**config.mk**
```make
export PLATFORM = sky130hd
export DESIGN_NAME = xgmii_rx_frame_parser
export DESIGN_NICKNAME = d
export VERILOG_FILES = /design/src/rtl/xgmii_rx_frame_parser.sv
export SDC_FILE = /design/constraint.sdc
export NUM_CORES = 1
export LEC_CHECK = 0
export ABC_AREA = 1
export CAP_MARGIN = 20
export CORE_UTILIZATION = 34
export DETAILED_ROUTE_END_ITERATION = 10
export GPL_TIMING_DRIVEN = 0
export PLACE_DENSITY = 0.62
export SLEW_MARGIN = 20
export SYNTH_ARGS = -nofsm -noshare
export SYNTH_HDL_FRONTEND = slang
export SYNTH_SLANG_ARGS = --single-unit
export TNS_END_PERCENT = 20
```
**constraint.sdc**
```tcl
create_clock -name sys_clk -period 3.3 [get_ports sys_clk]
set_clock_uncertainty 0.15 [all_clocks]
set_input_delay 0.825 -clock sys_clk [delete_from_list [all_inputs] [get_ports sys_clk]]
set_output_delay 0.825 -clock sys_clk [all_outputs]
set_load 0.005 [all_outputs]
```
**src/rtl/xgmii_rx_frame_parser.sv**
```systemverilog
// xgmii_rx_frame_parser
//   Delineates frames on a 64-bit XGMII RX stream. For each frame it reports
//   the length (first DA byte through FCS), an error flag and an optional
//   64-bit tag taken from a fixed byte offset. It also keeps frame, byte,
//   runt and error statistics.
//
//   Optional build macro: XGMII_LANE4_START_EN
//     When defined, a Start character in lane 4 is also accepted. The stream
//     is then realigned by 4 bytes, and end-of-frame reporting for those
//     frames is uniformly 2 cycles after the terminating word.
//     When undefined, FB in lane 4 is an ordinary control character.
//
//   state  | meaning
//   -------+-----------------------------------------------------------
//   S_IDLE | between frames, waiting for a Start character
//   S_DATA | inside a frame, counting bytes until Terminate or an error

module xgmii_rx_frame_parser #(
    parameter int TS_OFFSET = 40,
    parameter int MIN_LEN   = 64,
    parameter int CNT_W     = 32
) (
    input  logic             sys_clk,
    input  logic             sys_rst,
    input  logic [63:0]      xgmii_rxd,
    input  logic [7:0]       xgmii_rxc,
    input  logic             stats_clr,
    output logic             frame_valid,
    output logic [15:0]      frame_len,
    output logic             frame_err,
    output logic             tag_valid,
    output logic [63:0]      tag_value,
    output logic             in_frame,
    output logic [CNT_W-1:0] rx_frames,
    output logic [CNT_W-1:0] rx_bytes,
    output logic [CNT_W-1:0] rx_runts,
    output logic [CNT_W-1:0] rx_errors
);

    localparam logic [7:0] C_START = 8'hFB;
    localparam logic [7:0] C_TERM  = 8'hFD;

    typedef enum logic {
        S_IDLE = 1'b0,
        S_DATA = 1'b1
    } state_t;

    state_t      state_q, state_d;
    logic [15:0] byte_cnt_q, byte_cnt_d;
    logic        sat_q, sat_d;
    logic [63:0] tag_q, tag_d;
    logic        tag_hit_q, tag_hit_d;

    logic [63:0] eff_rxd;
    logic [7:0]  eff_rxc;
    logic        ctl_found;
    logic [2:0]  ctl_lane;
    logic [7:0]  ctl_byte;
    logic        start_l0;
    logic        process_word;

    logic [16:0] sum_word;
    logic [16:0] sum_lane;
    logic [15:0] cnt_plus8;
    logic [15:0] len_lane;

    logic        emit;
    logic        emit_now;
    logic [15:0] emit_len;
    logic        emit_err;

`ifdef XGMII_LANE4_START_EN
    logic        align_q, align_d;
    logic        skip_q, skip_d;
    logic [31:0] hold_rxd_q;
    logic [3:0]  hold_rxc_q;
    logic        start_l4;
    logic        emit_late;
    logic        pend_q;
    logic [15:0] pend_len_q;
    logic        pend_err_q;
    logic        pend_tagv_q;
    logic [63:0] pend_tag_q;

    // Upper half of each word is kept for realigning lane-4 frames.
    always_ff @(posedge sys_clk or negedge sys_rst) begin
        if (!sys_rst) begin
            hold_rxd_q <= '0;
            hold_rxc_q <= '0;
        end else begin
            hold_rxd_q <= xgmii_rxd[63:32];
            hold_rxc_q <= xgmii_rxc[7:4];
        end
    end

    // Lanes 4-7 of the previous word come first on the wire, so they become
    // effective lanes 0-3 of the realigned word.
    always_comb begin
        eff_rxd = xgmii_rxd;
        eff_rxc = xgmii_rxc;
        if (align_q) begin
            eff_rxd = {xgmii_rxd[31:0], hold_rxd_q};
            eff_rxc = {xgmii_rxc[3:0], hold_rxc_q};
        end
    end

    assign start_l4     = xgmii_rxc[4] && (xgmii_rxd[39:32] == C_START) && (&xgmii_rxc[3:0]);
    assign process_word = !skip_q;
    assign emit_now     = emit && !emit_late;
`else
    assign eff_rxd      = xgmii_rxd;
    assign eff_rxc      = xgmii_rxc;
    assign process_word = 1'b1;
    assign emit_now     = emit;
`endif

    assign start_l0 = xgmii_rxc[0] && (xgmii_rxd[7:0] == C_START);

    // Lowest control lane of the effective word and the character it holds.
    always_comb begin
        ctl_found = |eff_rxc;
        ctl_lane  = 3'd0;
        ctl_byte  = 8'h00;
        for (int i = 7; i >= 0; i--) begin
            if (eff_rxc[i]) begin
                ctl_lane = 3'(i);
                ctl_byte = eff_rxd[8*i +: 8];
            end
        end
    end

    // Saturating byte arithmetic; bit 16 flags an overflow past 16'hFFFF.
    assign sum_word  = {1'b0, byte_cnt_q} + 17'd8;
    assign sum_lane  = {1'b0, byte_cnt_q} + {14'd0, ctl_lane};
    assign cnt_plus8 = sum_word[16] ? 16'hFFFF : sum_word[15:0];
    assign len_lane  = sum_lane[16] ? 16'hFFFF : sum_lane[15:0];

    // FSM state register.
    always_ff @(posedge sys_clk or negedge sys_rst) begin
        if (!sys_rst) begin
            state_q    <= S_IDLE;
            byte_cnt_q <= '0;
            sat_q      <= 1'b0;
            tag_q      <= '0;
            tag_hit_q  <= 1'b0;
`ifdef XGMII_LANE4_START_EN
            align_q    <= 1'b0;
            skip_q     <= 1'b0;
`endif
        end else begin
            state_q    <= state_d;
            byte_cnt_q <= byte_cnt_d;
            sat_q      <= sat_d;
            tag_q      <= tag_d;
            tag_hit_q  <= tag_hit_d;
`ifdef XGMII_LANE4_START_EN
            align_q    <= align_d;
            skip_q     <= skip_d;
`endif
        end
    end

    // Next-state, byte counting, tag capture and end-of-frame decisions.
    always_comb begin
        state_d    = state_q;
        byte_cnt_d = byte_cnt_q;
        sat_d      = sat_q;
        tag_d      = tag_q;
        tag_hit_d  = tag_hit_q;
        emit       = 1'b0;
        emit_len   = 16'd0;
        emit_err   = 1'b0;
`ifdef XGMII_LANE4_START_EN
        align_d    = align_q;
        skip_d     = 1'b0;
        emit_late  = 1'b0;
`endif
        case (state_q)
            S_IDLE: begin
                if (start_l0) begin
                    state_d    = S_DATA;
                    byte_cnt_d = 16'd0;
                    sat_d      = 1'b0;
                    tag_hit_d  = 1'b0;
`ifdef XGMII_LANE4_START_EN
                    align_d    = 1'b0;
                end else if (start_l4) begin
                    state_d    = S_DATA;
                    byte_cnt_d = 16'd0;
                    sat_d      = 1'b0;
                    tag_hit_d  = 1'b0;
                    align_d    = 1'b1;
                    // the word after a lane-4 Start still carries preamble
                    skip_d     = 1'b1;
`endif
                end
            end
            S_DATA: begin
                if (process_word) begin
                    if (!ctl_found) begin
                        if (byte_cnt_q == 16'(TS_OFFSET)) begin
                            tag_d     = eff_rxd;
                            tag_hit_d = 1'b1;
                        end
                        byte_cnt_d = cnt_plus8;
                        sat_d      = sat_q | sum_word[16];
                    end else begin
                        emit     = 1'b1;
                        emit_len = len_lane;
`ifdef XGMII_LANE4_START_EN
                        // real lanes 0-3 of this word: hold one more cycle so
                        // every realigned frame reports with the same latency
                        emit_late = align_q && ctl_lane[2];
`endif
                        if (ctl_byte == C_TERM) begin
                            emit_err = sat_q | sum_lane[16];
                            state_d  = S_IDLE;
                        end else begin
                            emit_err = 1'b1;
                            if ((ctl_lane == 3'd0) && (ctl_byte == C_START)) begin
                                byte_cnt_d = 16'd0;
                                sat_d      = 1'b0;
                                tag_hit_d  = 1'b0;
`ifdef XGMII_LANE4_START_EN
                                skip_d     = align_q;
`endif
                            end else begin
                                state_d = S_IDLE;
                            end
                        end
                    end
                end
            end
            default: state_d = S_IDLE;
        endcase
    end

    assign in_frame = (state_q == S_DATA);

    // Per-frame report: one-cycle pulse, fields hold until the next report.
    always_ff @(posedge sys_clk or negedge sys_rst) begin
        if (!sys_rst) begin
            frame_valid <= 1'b0;
            frame_len   <= '0;
            frame_err   <= 1'b0;
            tag_valid   <= 1'b0;
            tag_value   <= '0;
        end else begin
            frame_valid <= 1'b0;
            if (emit_now) begin
                frame_valid <= 1'b1;
                frame_len   <= emit_len;
                frame_err   <= emit_err;
                tag_valid   <= tag_hit_q;
                tag_value   <= tag_q;
`ifdef XGMII_LANE4_START_EN
            end else if (pend_q) begin
                frame_valid <= 1'b1;
                frame_len   <= pend_len_q;
                frame_err   <= pend_err_q;
                tag_valid   <= pend_tagv_q;
                tag_value   <= pend_tag_q;
`endif
            end
        end
    end

`ifdef XGMII_LANE4_START_EN
    // One-deep holding stage for realigned frames that end early in a word.
    always_ff @(posedge sys_clk or negedge sys_rst) begin
        if (!sys_rst) begin
            pend_q      <= 1'b0;
            pend_len_q  <= '0;
            pend_err_q  <= 1'b0;
            pend_tagv_q <= 1'b0;
            pend_tag_q  <= '0;
        end else begin
            pend_q <= emit && emit_late;
            if (emit && emit_late) begin
                pend_len_q  <= emit_len;
                pend_err_q  <= emit_err;
                pend_tagv_q <= tag_hit_q;
                pend_tag_q  <= tag_q;
            end
        end
    end
`endif

    // Statistics, updated from the reported frame; a clear overrides it.
    always_ff @(posedge sys_clk or negedge sys_rst) begin
        if (!sys_rst) begin
            rx_frames <= '0;
            rx_bytes  <= '0;
            rx_runts  <= '0;
            rx_errors <= '0;
        end else if (stats_clr) begin
            rx_frames <= '0;
            rx_bytes  <= '0;
            rx_runts  <= '0;
            rx_errors <= '0;
        end else if (frame_valid) begin
            if (frame_err) begin
                rx_errors <= rx_errors + 1'b1;
            end else begin
                rx_frames <= rx_frames + 1'b1;
                rx_bytes  <= rx_bytes + CNT_W'(frame_len);
                if (frame_len < 16'(MIN_LEN))
                    rx_runts <= rx_runts + 1'b1;
            end
        end
    end

endmodule

```
# After elaboration in Yosys (flattened, before gate mapping)
# Cells that the tools add are included.
# Widths: inputs -> output; s select.
# word_totals
in_bits	75
out_inout_bits	212
regBits	294
word_cells	104
# op_classes
magnitude_cmp	1
reduce_logical	13
bitwise_logic	4
n_eq_ne	9
add_sub_neg	6
muxes	57
# ops
operator	n
$mux 32	13
$mux 16	8
$add 32x1->32 const B	3
$mux 8	8
$add 32x16->32	1
$pmux 16 s2	1
$eq 8x8->1 const B	3
$mux 3	8
$add 16x3->17	1
$add 16x4->17 const B	1
$eq 16x6->1 const B	1
$lt 16x7->1 const B	1
$mux 1	16
$reduce_and 3->1	3
$reduce_or 8->1	1
$pmux 1 s2	3
$reduce_bool 2->1	3
$ne 2x2->1 const B	2
$reduce_and 2->1	2
$reduce_and 4->1	1
$logic_not 3->1	1
$ne 3x1->1 const B	1
$ne 3x2->1 const B	1
$ne 3x3->1 const B	1
3 further kinds	6

# Depth between registers and ports, before layout
# Gate-level depths: netlist of the first run.
# logic_depth
depth_word	14
ltp_mapped	16
depth_no_buf	15

# Least setup slack after synthesis of the first run
# Ideal clock, no wire load.
# synth_timing
path_type	input port to flip-flop
from	input port xgmii_rxc[5]
to	register frame_err
path_stages	14
setup_time_ns	0.117
n_path_buf	2
t_required_ns	3.033
arrival_ns	2.865
setup_slack_ns	0.167
cell_sequence	buf_6 > buf_2 > o211ai_1 > a31oi_1 > ha_1 > fa_1 > a21oi_1 > inv_1 > nand2_1 > nand2_2 > a21oi_1 > nand3_1 > nor2_1 > nor2_1
# synth_via
elab_chain_cells	11
# synth_lines
element	line_no	source
start: declaration	26	input logic [7:0] xgmii_rxc,
$mux 3 (6 in a row)	125	if (eff_rxc[i]) begin
$add 16x3->17	134	assign sum_lane = {1'b0, byte_cnt_q} + {14'd0, ctl_lane};
$or 1x1->1	216	emit_err = sat_q | sum_lane[16];
$mux 1	215	if (ctl_byte == C_TERM) begin
$mux 1	200	if (!ctl_found) begin
$mux 1	178	case (state_q)
end signal: assignment	253	frame_err <= emit_err;
end: declaration	30	output logic frame_err,
# Parallel ways exist; a longest one is shown, timed or not.
# A chain may end at the register's enable or synchronous reset.

# Worst setup path after layout of the first run
# layout_timing
from	input port xgmii_rxc[6]
to	register frame_len[15]
# layout_via
elab_chain_cells	11
# layout_lines
element	line_no	source
$mux 3 (7 in a row)	125	
$add 16x3->17	134	
$mux 16	136	assign len_lane = sum_lane[16] ? 16'hFFFF : sum_lane[15:0];
$mux 16	200	
$mux 16	178	
end signal: assignment	252	frame_len <= emit_len;
end: declaration	29	output logic [15:0] frame_len,
# Parallel ways exist; a longest one is shown, timed or not.

==> results.json, run 1 <==
{
  "routed_wl_mm": 53.0,
  "maxCapViolCount": 0,
  "clkSinkCount": 292,
  "drc": 0,
  "avgRoutedWirePerCell_um": 17.8,
  "drive_gt1_frac": 0.0586,
  "ff2ff_path_depth": 7,
  "gp_congestion": 0.896,
  "fill_cells": 4597,
  "hold_violations": 0,
  "synth_most_common_cell": "nand2_1",
  "ys_warn_count": 0,
  "grt_pass1_wl_mm": 82.5,
  "status": "completed",
  "port_buffers": 284,
  "path_class": "input port to flip-flop",
  "vias": 15000,
  "clock_path_buffers": 3,
  "fp.dieW_um": 217,
  "dieArea_sq_um": 47100,
  "grt_usage": 0.225,
  "tns_ps": 0,
  "power_leakage_nw": 9.17,
  "numCtsBuffers": 36,
  "ir_drop_mv": 0.361,
  "worstPathMaxFanout": 10,
  "clk_pin_slew_worst_paths_ps": 60,
  "grt_pass1_vias": 14700,
  "initial_core_util": 0.346,
  "hold_path_class": "input port to asynchronous set/reset pin",
  "overflow": 0,
  "synth_largest_area_cell": "dfrtp_1",
  "crit_arrival_ps": 3430,
  "syn_avg_cell_area_sq_um": 7.78,
  "setup_viol": 0,
  "synth-main-ff-cell": "dfrtp_1",
  "slew_viol_final": 0,
  "clock_latency_ps": 550,
  "stdcell_area_sq_um": 20600,
  "cts_hold_buf": 0,
  "drtPass1Iterations": 5,
  "synth_top_area_frac": 0.464,
  "finalCritPeriodShare": 0.959,
  "synth-edff-count": 0,
  "fin_nets": 2447,
  "ys_seq_elements": 292,
  "maxSlewHeadroom": 0.381,
  "synthToLayoutAreaGrowth_pct": 31.0,
  "place_hpwl_mm": 40.7,
  "powerDensity_nw_per_um2": 433,
  "ant_nets": 0,
  "synth_nets": 2122,
  "power_mw": 8.93,
  "synth_seq_area_share": 0.464,
  "yosys-top-cells-count": "nand2_1, dfrtp_1, inv_1",
  "via_per_inst": 5.03,
  "root_buffer": "clkbuf_16",
  "yosys.cell_types.count": 48,
  "fp-row-count": 78,
  "critical_path.reg2reg.startpoint": "frame_err$_DFFE_PN0P_",
  "place_area_sq_um": 19400,
  "syn_area_sq_um": 15700,
  "fmax_mhz": 316,
  "tightest_slew_ps": 928,
  "required_ps": 3570,
  "fin_crit_ps": 3160,
  "dp_cells": 2909,
  "synth.area.top_cells": "dfrtp_1, nand2_1, o21ai_0",
  "crit_path_end_kind": "flip-flop",
  "htree_levels": 2,
  "async_flop_share": 1.00,
  "pin_count": 287,
  "die_y_um": 217,
  "worstSetupStartpoint": "xgmii_rxc[6]",
  "grt_max_degree": 98,
  "synthCells": 2022,
  "core_area_sq_um": 45500,
  "cts_tree": "done",
  "fin_cells": 2975,
  "start_kind": "input port",
  "first_iter_violations": 1135,
  "antenna_found_initial": 4
}
per-stage QoR:
| step | hold WS, ps | setup WS, ps | utilization |
|---|---|---|---|
| after floorplan | 293 | 167 | - |
| after global placement | 305 | -11950 | 0.425 |
| after detailed placement | 308 | -1160 | 0.427 |
| after CTS | 34.1 | 45.6 | 0.453 |
| after global routing | 44.3 | -6.31 | 0.453 |
| final | 29.2 | 136 | 0.453 |
worst paths after layout:
kind | to | slack [ps]
min in group sys_clk | tag_value[47]$_DFFE_PN0P_ | 320
max in group asynchronous | tag_q[33]$_DFFE_PN0P_ | 1800
setup reg to reg | rx_runts[7]$_DFFE_PN0P_ | 380
hold reg to reg | tag_value[47]$_DFFE_PN0P_ | 320
hold / removal | rx_errors[19]$_DFFE_PN0P_ | 30
setup / recovery | frame_len[15]$_DFFE_PN0P_ | 140
area by class of cell:
cell class,instances,area (sq um),share of cell area
Inverter,215,807,0.0391
Timing Repair Buffer,288,2940,0.142
Clock inverter,12,124,0.00601
Multi-Input combinational cell,1449,7340,0.356
Sequential cell,292,7310,0.354
Tap cell,600,751,0.0364
Buffer,65,315,0.0153
Clock buffer,52,1040,0.0505
Antenna cell,2,5.00,0.000243
metal layers:
layer	share of wire	wire length (um)	global-route usage	up-vias
li1	-	-	-	7285
met2	0.47	24800	0.368	425
met3	0.065	3430	0.0510	75
met4	0.024	1280	0.0620	4
met5	0.00047	25	0	-
met1	0.44	23500	0.297	7165
flip-flops by register name (all words and copies together) (netlist names):
register and count:
rx_errors 32, byte_cnt_q 14, frame_err 1, tag_hit_q 1
rx_frames 32, rx_bytes 32, tag_q 64, tag_value 64
in_frame 1, sat_q 1, frame_valid 1, frame_len 16
tag_valid 1, rx_runts 32
cell usage in the layout, fill, tap and decap left out, types with 55 or more instances in the layout:
master and n:
a21oi_1 91, clkdlybuf4s50_1 282, dfrtp_1 292, inv_1 211, nand2_1 614, nand3_1 76, nand4_1 55, nor2_1 145
nor3_1 93, o21ai_0 159
where the power goes:
| part | leakage (nW) | switching [mW] | internal (mW) | total (mW) |
|---|---|---|---|---|
| Sequential | 4.04 | 0.151 | 3.68 | 3.84 |
| Combinational | 4.56 | 0.672 | 0.477 | 1.15 |
| Clock | 0.570 | 1.65 | 2.29 | 3.94 |
| Total | 9.17 | 2.47 | 6.45 | 8.93 |
cell families (layout without fill, tap and decap cells):
family | after synthesis | count (layout) | synth area share
buffers and inverters | 281 | 632 | 0.0712
XOR/XNOR | 57 | 57 | 0.0317
flip-flops | 292 | 292 | 0.464
adder cells (fa/ha/maj) | 25 | 25 | 0.0208
multiplexers | 28 | 28 | 0.0265
AND/OR/NAND/NOR | 1038 | 1038 | 0.282
other | 0 | 2 | 0
AO/OA/AOI/OAI | 301 | 301 | 0.103
what timing repair did:
item | in CTS | in global routing
buffers inserted | 1 | 0
cloned | 0 | 0
pin swaps | 1 | 2
endpoints found under the hold margin | 0 | 0
gates resized for setup | 5 | 5
setup endpoints to repair | 17 | 8
worst max-delay path: stages:
cell and delay [ps]:
clkdlybuf4s50_1 520, buf_6 150, nor2_1 80, o211ai_1 250
a31oi_1 160, ha_2 210, fa_2 370, a21oi_4 170
inv_1 100, nand2_2 110, nand2_4 90, inv_1 260
a31oi_1 120
Note: power is estimated with default switching activity, not from simulation.
==> run 2: changes to the inputs <==
- REMOVE_ABC_BUFFERS: not set -> 1
==> run 2 against run 1 <==
  * Clock power increased by 9.6%
  * Worst hold slack better by 3.9 ps
  * Via count decreased by 0.64%
  * First-iteration DRC count down 5.5%
==> results.json, run 2 (synthesis results as in run 1) <==
{
  "status": "completed",
  "hold_violations": 0,
  "place_area_sq_um": 19400,
  "required_ps": 3580,
  "num_antenna_cells": 0,
  "crit_buf_inv": 4,
  "place_hpwl_mm": 35.8,
  "synthToLayoutAreaGrowth_pct": 31.9,
  "tightest_slew_ps": 803,
  "grt_usage": 0.213,
  "maxSlewHeadroom": 0.465,
  "initial_core_util": 0.346,
  "final_common_cell": "nand2_1",
  "port_buffers": 286,
  "routed_wl_mm": 49.6,
  "drive_gt1_frac": 0.0631,
  "switchingPower_mw": 2.51,
  "dieArea_sq_um": 47100,
  "slew_viol_final": 0,
  "first_iter_violations": 1073,
  "fin_nets": 2401,
  "start_kind": "input port",
  "overflow": 0,
  "fin_crit_ps": 3170,
  "finalCritPeriodShare": 0.960,
  "cts_tree": "done",
  "cts_hold_buf": 0,
  "final_cell_mix": "nand2_1, dfrtp_1, clkdlybuf4s50_1, inv_1, o21ai_0",
  "final-seq-area_sq_um": 7310,
  "power_mw": 9.28,
  "seqPwrFrac": 0.413,
  "critical-path-slowest-cell": "clkdlybuf4s50_1",
  "stdcell_area_sq_um": 20800,
  "cpPeakStageDelay_ps": 640,
  "ant_nets": 0,
  "hold_path_class": "input port to asynchronous set/reset pin",
  "power_leakage_nw": 9.25,
  "core_area_sq_um": 45500,
  "drc": 0,
  "rsz0062_at_grt": "false",
  "numCtsBuffers": 38,
  "critPathTopFamily": "buffers and inverters",
  "multi_input_area_sq_um": 7390,
  "via_per_inst": 5.07,
  "worstPathMaxFanout": 33,
  "htree_levels": 2,
  "comb_power_share": 0.122,
  "path_class": "input port to flip-flop",
  "fp-row-count": 78,
  "pin_count": 287,
  "fill_cells": 4582,
  "fp.dieW_um": 217,
  "worstPathCellList": "clkdlybuf4s50_1, inv_2, nand3_2, nor4_4, nand4_4, buf_12, buf_12, mux2_4",
  "grt_pass1_vias": 14700,
  "avgRoutedWirePerCell_um": 16.9,
  "grt_pass1_wl_mm": 80.1,
  "maxCapViolCount": 0,
  "clock_latency_ps": 550,
  "antenna_found_initial": 1,
  "ir_drop_mv": 0.268,
  "p_clk_frac": 0.465,
  "drtPass1Iterations": 5,
  "crit_path_end_kind": "flip-flop",
  "gp_congestion": 0.942,
  "vias": 14900,
  "clock_path_buffers": 3,
  "clk_pin_slew_worst_paths_ps": 60,
  "crit_arrival_ps": 3450,
  "switching_share": 0.270,
  "path_common_cell": "buf_12",
  "post-route-util": 0.456,
  "powerDensity_nw_per_um2": 447,
  "cellInternalPower_mw": 6.77,
  "root_buffer": "clkbuf_16",
  "grt_max_degree": 91,
  "die_y_um": 217,
  "top_regs": "tag_q x64, tag_value x64",
  "holdWs_ps": 33.2,
  "clkSinkCount": 292,
  "fmax_mhz": 316,
  "setup_viol": 0,
  "tns_ps": 0
}
-- run 2: metal layers --
metal  up-vias  share of wire  GRT usage
li1       7206              -          -
met1      7124           0.43      0.270
met2       441           0.46      0.345
met3        88          0.087     0.0658
met4         0          0.024     0.0657
met5         -              0          0
-- run 2: stage by stage --
step | worst slack, ps | cells
floorplan | -966 | 1956
global placement | -12080 | 2842
detailed placement | -1430 | 2855
CTS | -76.0 | 2925
global route | 23.1 | 2930
finish | 132 | 2930
-- run 2: power groups by stage --
| stage | Sequential [mW] | Clock (mW) | Combinational, mW |
|---|---|---|---|
| 2_1_floorplan | 3.85 | 0 | 0.496 |
| 3_3_place_gp | 3.90 | 0 | 1.08 |
| 3_5_place_dp | 3.90 | 0 | 1.14 |
| 4_1_cts | 3.83 | 4.41 | 1.14 |
| 5_1_grt | 3.84 | 4.55 | 1.27 |
| 6_report | 3.83 | 4.32 | 1.14 |
-- run 2: area by class of cell --
cell class	count	area share
Clock buffer	50	0.0514
Clock inverter	19	0.0107
Inverter	215	0.0393
Multi-Input combinational cell	1449	0.356
Sequential cell	292	0.352
Tap cell	600	0.0362
Timing Repair Buffer	305	0.154
-- run 2: final timing paths --
kind | start | endpoint | depth (start not counted) | slack, ps
setup / recovery | xgmii_rxc[1] | tag_q[35]$_DFFE_PN0P_ | 8 | 130
hold / removal | sys_rst | rx_runts[26]$_DFFE_PN0P_ | 1 | 30
setup reg to reg | frame_err$_DFFE_PN0P_ | rx_runts[4]$_DFFE_PN0P_ | 9 | 440
hold reg to reg | tag_q[34]$_DFFE_PN0P_ | tag_value[34]$_DFFE_PN0P_ | 2 | 320
max in group asynchronous | sys_rst | tag_value[4]$_DFFE_PN0P_ | 3 | 1770
min in group sys_clk | tag_q[34]$_DFFE_PN0P_ | tag_value[34]$_DFFE_PN0P_ | 2 | 320
-- run 2: timing repair --
action / 4_1_cts / 5_1_grt
resized for setup: 10 / 15
pin swaps: 2 / 4
hold endpoints to repair: 0 / 0
endpoints found under the setup margin: 140 / 67
buffers inserted: 1 / 5
==> RTL change 1: new RTL, settings of run 2 <==
Change the parameter `CNT_W` from 32 to 40.
--- a/src/rtl/xgmii_rx_frame_parser.sv
+++ b/src/rtl/xgmii_rx_frame_parser.sv
@@ -20,3 +20,3 @@
     parameter int MIN_LEN   = 64,
-    parameter int CNT_W     = 32
+    parameter int CNT_W     = 40
 ) (
Ports: changed (resized rx_bytes, rx_errors, rx_frames and rx_runts); port bits go from 287 to 319. No check against the original RTL was run, so the function may have changed too.
==> RTL change 1 against run 2 <==
Power up 8.3%; area after synthesis up 11%; via count up 11%; count of clock-buffer cells in the layout up 11; routed wire length up 9.6%; sequential cell count up 32; worst setup slack worse by 0.073 ns; final area up 10%; critical path type unchanged.
==> RTL change 1: results (changes against run 2) <==
<table>
<tr><th>Metric</th><th>Value</th></tr>
<tr><th colspan="2">Setup path</th></tr>
<tr><td>Slowest stage delay, CP</td><td>0.46 ns (was 0.64 ns)</td></tr>
<tr><td>Critical Path Fanout Max</td><td>8 (was 33)</td></tr>
<tr><td>Top cell family by delay on the critical path</td><td>simple AND/OR/NAND/NOR gates (was buffers and inverters)</td></tr>
<tr><td>Number of cells on the worst reg-to-reg path</td><td>10 (was 9)</td></tr>
<tr><th colspan="2">Global route</th></tr>
<tr><td>Antenna violations before repair</td><td>0 (was 1)</td></tr>
<tr><td>Maximum number of pins on one net before global-route repair</td><td>93 (was 91)</td></tr>
<tr><td>Number of global-route vias before repair</td><td>16300 (was 14700)</td></tr>
<tr><td>Wire length of the first global-routing pass</td><td>87700 um (was 80100 um)</td></tr>
<tr><td>Met3 demand-to-capacity share in global routing</td><td>0.0584 (was 0.0658)</td></tr>
<tr><th colspan="2">Place</th></tr>
<tr><td>RD Place Congestion</td><td>0.963 (was 0.942)</td></tr>
<tr><td>Dpl ws</td><td>-1.26 ns (was -1.43 ns)</td></tr>
<tr><td>Cell Area, Placed</td><td>0.0214 mm^2 (was 0.0194 mm^2)</td></tr>
<tr><th colspan="2">CTS</th></tr>
<tr><td>Clock buffer count from CTS</td><td>41 (was 38)</td></tr>
<tr><th colspan="2">Logic synthesis</th></tr>
<tr><td>Post-synthesis average cell area</td><td>7.67 um^2 (was 7.78 um^2)</td></tr>
<tr><td>Number of unique standard cell types used by synthesis</td><td>55 (was 48)</td></tr>
<tr><th colspan="2">Drt</th></tr>
<tr><td>Routed metal-1 wire length</td><td>23900 um (was 21200 um)</td></tr>
<tr><td>Average via count per standard cell</td><td>5.00 (was 5.07)</td></tr>
<tr><td>Number of design-rule violations left by the first detailed-router iteration</td><td>994 (was 1073)</td></tr>
<tr><td>Length of routed met3 wiring</td><td>4160 um (was 4330 um)</td></tr>
<tr><td>Routed WL</td><td>54400 um (was 49600 um)</td></tr>
<tr><th colspan="2">Power and ir drop</th></tr>
<tr><td>Power density over cell area</td><td>439 mW/mm^2 (was 447 mW/mm^2)</td></tr>
<tr><td>Gate power share</td><td>0.114 (was 0.122)</td></tr>
<tr><td>Final Power</td><td>0.0101 W (was 0.00928 W)</td></tr>
<tr><td>Leakage power</td><td>10.1 nW (was 9.25 nW)</td></tr>
<tr><td>Worst vdd ir</td><td>334 uV (was 268 uV)</td></tr>
<tr><th colspan="2">Layout</th></tr>
<tr><td>Number of standard cells in the layout, taps in and fillers out</td><td>3284 (was 2930)</td></tr>
<tr><td>Ratio of cells with drive above 1 in the final layout</td><td>0.0574 (was 0.0631)</td></tr>
<tr><td>Total Nets Final</td><td>2681 (was 2401)</td></tr>
<tr><th colspan="2">STA</th></tr>
<tr><td>Least-Margin Pin Slew</td><td>0.754 ns (was 0.803 ns)</td></tr>
<tr><th colspan="2">Run status</th></tr>
<tr><td>Outcome</td><td>finished, final reports clean (unchanged)</td></tr>
</table>
==> RTL change 1: cell count changes after synthesis, sizes merged, moves of 17 or more <==
cell / run 2 / this run
dfrtp: 292 / 324
nor2: 152 / 228
nand2: 617 / 692
inv: 214 / 246
nor3: 97 / 80
a21oi: 92 / 109
==> RTL change 1: path summary, 6_finish.rpt <==
check                                            end                   from  slack (ns)
setup / recovery           frame_len[11]$_DFFE_PN0P_           xgmii_rxc[3]        0.06
hold / removal              rx_runts[19]$_DFFE_PN0P_                sys_rst        0.09
setup reg to reg             rx_runts[7]$_DFFE_PN0P_  frame_valid$_DFF_PN0_        0.46
hold reg to reg             tag_value[9]$_DFFE_PN0P_   tag_q[9]$_DFFE_PN0P_        0.31
max in group asynchronous      tag_q[19]$_DFFE_PN0P_                sys_rst        1.64
min in group sys_clk        tag_value[9]$_DFFE_PN0P_   tag_q[9]$_DFFE_PN0P_        0.31
==> RTL change 1: cell families (layout without fill, tap and decap cells) <==
kind of cell    count (synthesis)  count (layout)  synth area share
simple gates                 1191            1191             0.292
compound gates                332             332             0.107
flops                         324             324             0.466
buf+inv                       314             656            0.0702
xor+xnor                       52              52            0.0262
mux                            32              32            0.0207
fa+ha+maj                      25              25            0.0188
==> RTL change 1: layout make-up <==
cell class / count / share of cell area
clock buffers: 61 / 0.0534
clock inverters: 13 / 0.00792
inverters: 250 / 0.0414
multi-input cells: 1632 / 0.356
flip-flops and latches: 324 / 0.354
well taps: 672 / 0.0367
repair buffers: 332 / 0.150
==> RTL change 1: what timing repair did <==
item | 4_1_cts | 5_1_grt
setup endpoints to repair | 52 | 70
pin swaps | 2 | 4
gates resized for setup | 11 | 9
buffers inserted | 3 | 2
==> RTL change 2: new RTL, config.mk and constraints of run 2 <==
Made on the original files. `tag_q` no longer has a reset.
--- a/src/rtl/xgmii_rx_frame_parser.sv
+++ b/src/rtl/xgmii_rx_frame_parser.sv
@@ -143,3 +143,2 @@
             sat_q      <= 1'b0;
-            tag_q      <= '0;
             tag_hit_q  <= 1'b0;
@@ -153,3 +152,2 @@
             sat_q      <= sat_d;
-            tag_q      <= tag_d;
             tag_hit_q  <= tag_hit_d;
@@ -160,2 +158,6 @@
         end
+    end
+
+    always_ff @(posedge sys_clk) begin
+        tag_q <= tag_d;
     end
Check against the original RTL: no difference found for any inputs over 4 cycles, from zero or initial values and one cycle with sys_rst low; that may be too few to reach the edited logic, so the function may still have changed.
==> RTL change 2 against run 2 <==
The flow now finishes with violations (setup timing); worst setup slack got worse by 0.13 ns; routed wire length is 9.2% lower; global-route usage down 0.98 points; final area decreased by 4.7%; sequential share of layout area up 3.3 points; area after synthesis shrank 4.6%; die area down 4.6%; sequential cell count did not move.
Power is not compared: it rests on default switching activity, and its combinational part moved more than twofold at a synthesized area within 25%.
==> RTL change 2: results (changes against run 2) <==
<table>
<tr><th>Metric</th><th>Value</th></tr>
<tr><th colspan="2">Layout</th></tr>
<tr><td>Ratio of cells with drive above 1 in the final layout</td><td>0.0558 (was 0.0631)</td></tr>
<tr><td>Total Nets Final</td><td>2186 (was 2401)</td></tr>
<tr><th colspan="2">STA</th></tr>
<tr><td>Final WS setup</td><td>-0.00181 ns (was 0.132 ns)</td></tr>
<tr><td>Final setup vio count</td><td>4 (was 0)</td></tr>
<tr><th colspan="2">Logic synthesis</th></tr>
<tr><td>Post-synthesis async set-or-reset flop share</td><td>0.781 (was 1.00)</td></tr>
<tr><td>EDFF count, synth</td><td>64 (was 0)</td></tr>
<tr><td>Most area-consuming cells after synthesis</td><td>dfrtp_1 38%, nand2_1 14%, edfxtp_1 13% (was dfrtp_1 46%, nand2_1 15%, o21ai_0 5.1%)</td></tr>
<tr><td>Part of the Yosys area used for sequential elements</td><td>0.508 (was 0.464)</td></tr>
<tr><th colspan="2">Run status</th></tr>
<tr><td>Violations in the final reports</td><td>setup timing</td></tr>
<tr><td>Outcome</td><td>complete, but fails checks (was finished, final reports clean)</td></tr>
<tr><th colspan="2">Setup path</th></tr>
<tr><td>Crit path launch</td><td>xgmii_rxc[2] (was xgmii_rxc[1])</td></tr>
<tr><td>Number of cells on the worst reg-to-reg path</td><td>12 (was 9)</td></tr>
<tr><td>Critical Path Fanout Max</td><td>25 (was 33)</td></tr>
<tr><th colspan="2">CTS</th></tr>
<tr><td>Total setup buffers inserted after CTS</td><td>0 (was 1)</td></tr>
<tr><td>Clock buffer count from CTS</td><td>36 (was 38)</td></tr>
<tr><th colspan="2">Drt</th></tr>
<tr><td>Average via count per standard cell</td><td>5.01 (was 5.07)</td></tr>
<tr><td>Number of design-rule violations left by the first detailed-router iteration</td><td>839 (was 1073)</td></tr>
<tr><td>Routed WL</td><td>45100 um (was 49600 um)</td></tr>
<tr><td>Routed wirelength normalized by instance count</td><td>16.7 um (was 16.9 um)</td></tr>
<tr><th colspan="2">Global route</th></tr>
<tr><td>GR Util All Layers</td><td>0.203 (was 0.213)</td></tr>
<tr><td>Number of global-route vias before repair</td><td>13000 (was 14700)</td></tr>
<tr><td>Wire length of the first global-routing pass</td><td>71800 um (was 80100 um)</td></tr>
<tr><td>Maximum number of pins on one net before global-route repair</td><td>93 (was 91)</td></tr>
<tr><th colspan="2">Place</th></tr>
<tr><td>Count of placed standard cells including taps</td><td>2633 (was 2855)</td></tr>
<tr><td>DPL Wire Length</td><td>33100 um (was 35800 um)</td></tr>
</table>
[RTL change 2: power by group]
group	total (W)	switching, W	leakage (nW)	internal [W]
clock	0.00399	0.00162	0.584	0.00237
sequential	0.00461	0.000432	3.62	0.00418
combinational	0.00231	0.00109	3.92	0.00122
total	0.0109	0.00315	8.12	0.00776
[RTL change 2: final timing paths]
kind | endpoint | slack, ns
worst max register to register | rx_frames[10]$_DFFE_PN0P_ | 0.37
worst min-delay path | tag_value[62]$_DFFE_PN0P_ | 0.04
worst min register to register | tag_value[31]$_DFFE_PN0P_ | 0.29
min in group sys_clk | tag_value[31]$_DFFE_PN0P_ | 0.29
worst max-delay path | tag_q[25]$_DFFE_PP_ | -0.002
max in group asynchronous | tag_value[1]$_DFFE_PN0P_ | 1.68
[RTL change 2: critical path, cell delays in order]
cell             delay, ns
clkdlybuf4s50_1       0.48
nor2_1                0.45
nand2_1               0.20
nor2_4                0.28
nand2_1               0.20
nor2_4                0.49
buf_16                0.24
buf_12                0.20
[RTL change 2: cells by family (layout without fill, tap and decap cells)]
kind of cell | Yosys count | count (layout) | synth area share
fa+ha+maj | 25 | 25 | 0.0218
flops | 292 | 292 | 0.508
buf+inv | 217 | 522 | 0.0564
xor+xnor | 66 | 66 | 0.0385
other cells | 0 | 2 | 0
compound gates | 245 | 245 | 0.0940
simple gates | 964 | 964 | 0.281
[RTL change 2: cell type report]
type,instances,area [um^2]
inverters,163,623
well taps,585,732
clock inverters,18,206
flip-flops and latches,292,7630
diodes,2,5.00
fillers,4202,23500
multi-input cells,1300,6580
repair buffers,293,3030
clock buffers,48,986
[RTL change 2: timing repair]
action | 4_1_cts | 5_1_grt
resized for setup | 6 | 10
setup endpoints to repair | 55 | 62
hold buffers | 0 | 0
pin swaps | 1 | 0
[RTL change 2: stage by stage]
step / setup TNS, ns / utilization / power, W / instance area [um^2] / hold slack [ns]
after floorplan: -161.07 / - / 0.00543 / 14800 / 0.275
after global placement: -3064.18 / 0.425 / 0.00693 / 18400 / 0.278
after detailed placement: -95.87 / 0.429 / 0.00698 / 18600 / 0.281
after CTS: -0.448 / 0.457 / 0.0111 / 19800 / 0.0567
after global routing: -4.29 / 0.457 / 0.0115 / 19800 / 0.0668
final: -0.00432 / 0.457 / 0.0109 / 19800 / 0.0388
[RTL change 2: per-layer routing]
layer / share of wire / vias up / global-route usage
met5: 0 / - / 0
met4: 0.021 / 0 / 0.0580
met3: 0.049 / 53 / 0.0319
met2: 0.48 / 388 / 0.332
met1: 0.45 / 6479 / 0.277
li1: - / 6625 / -
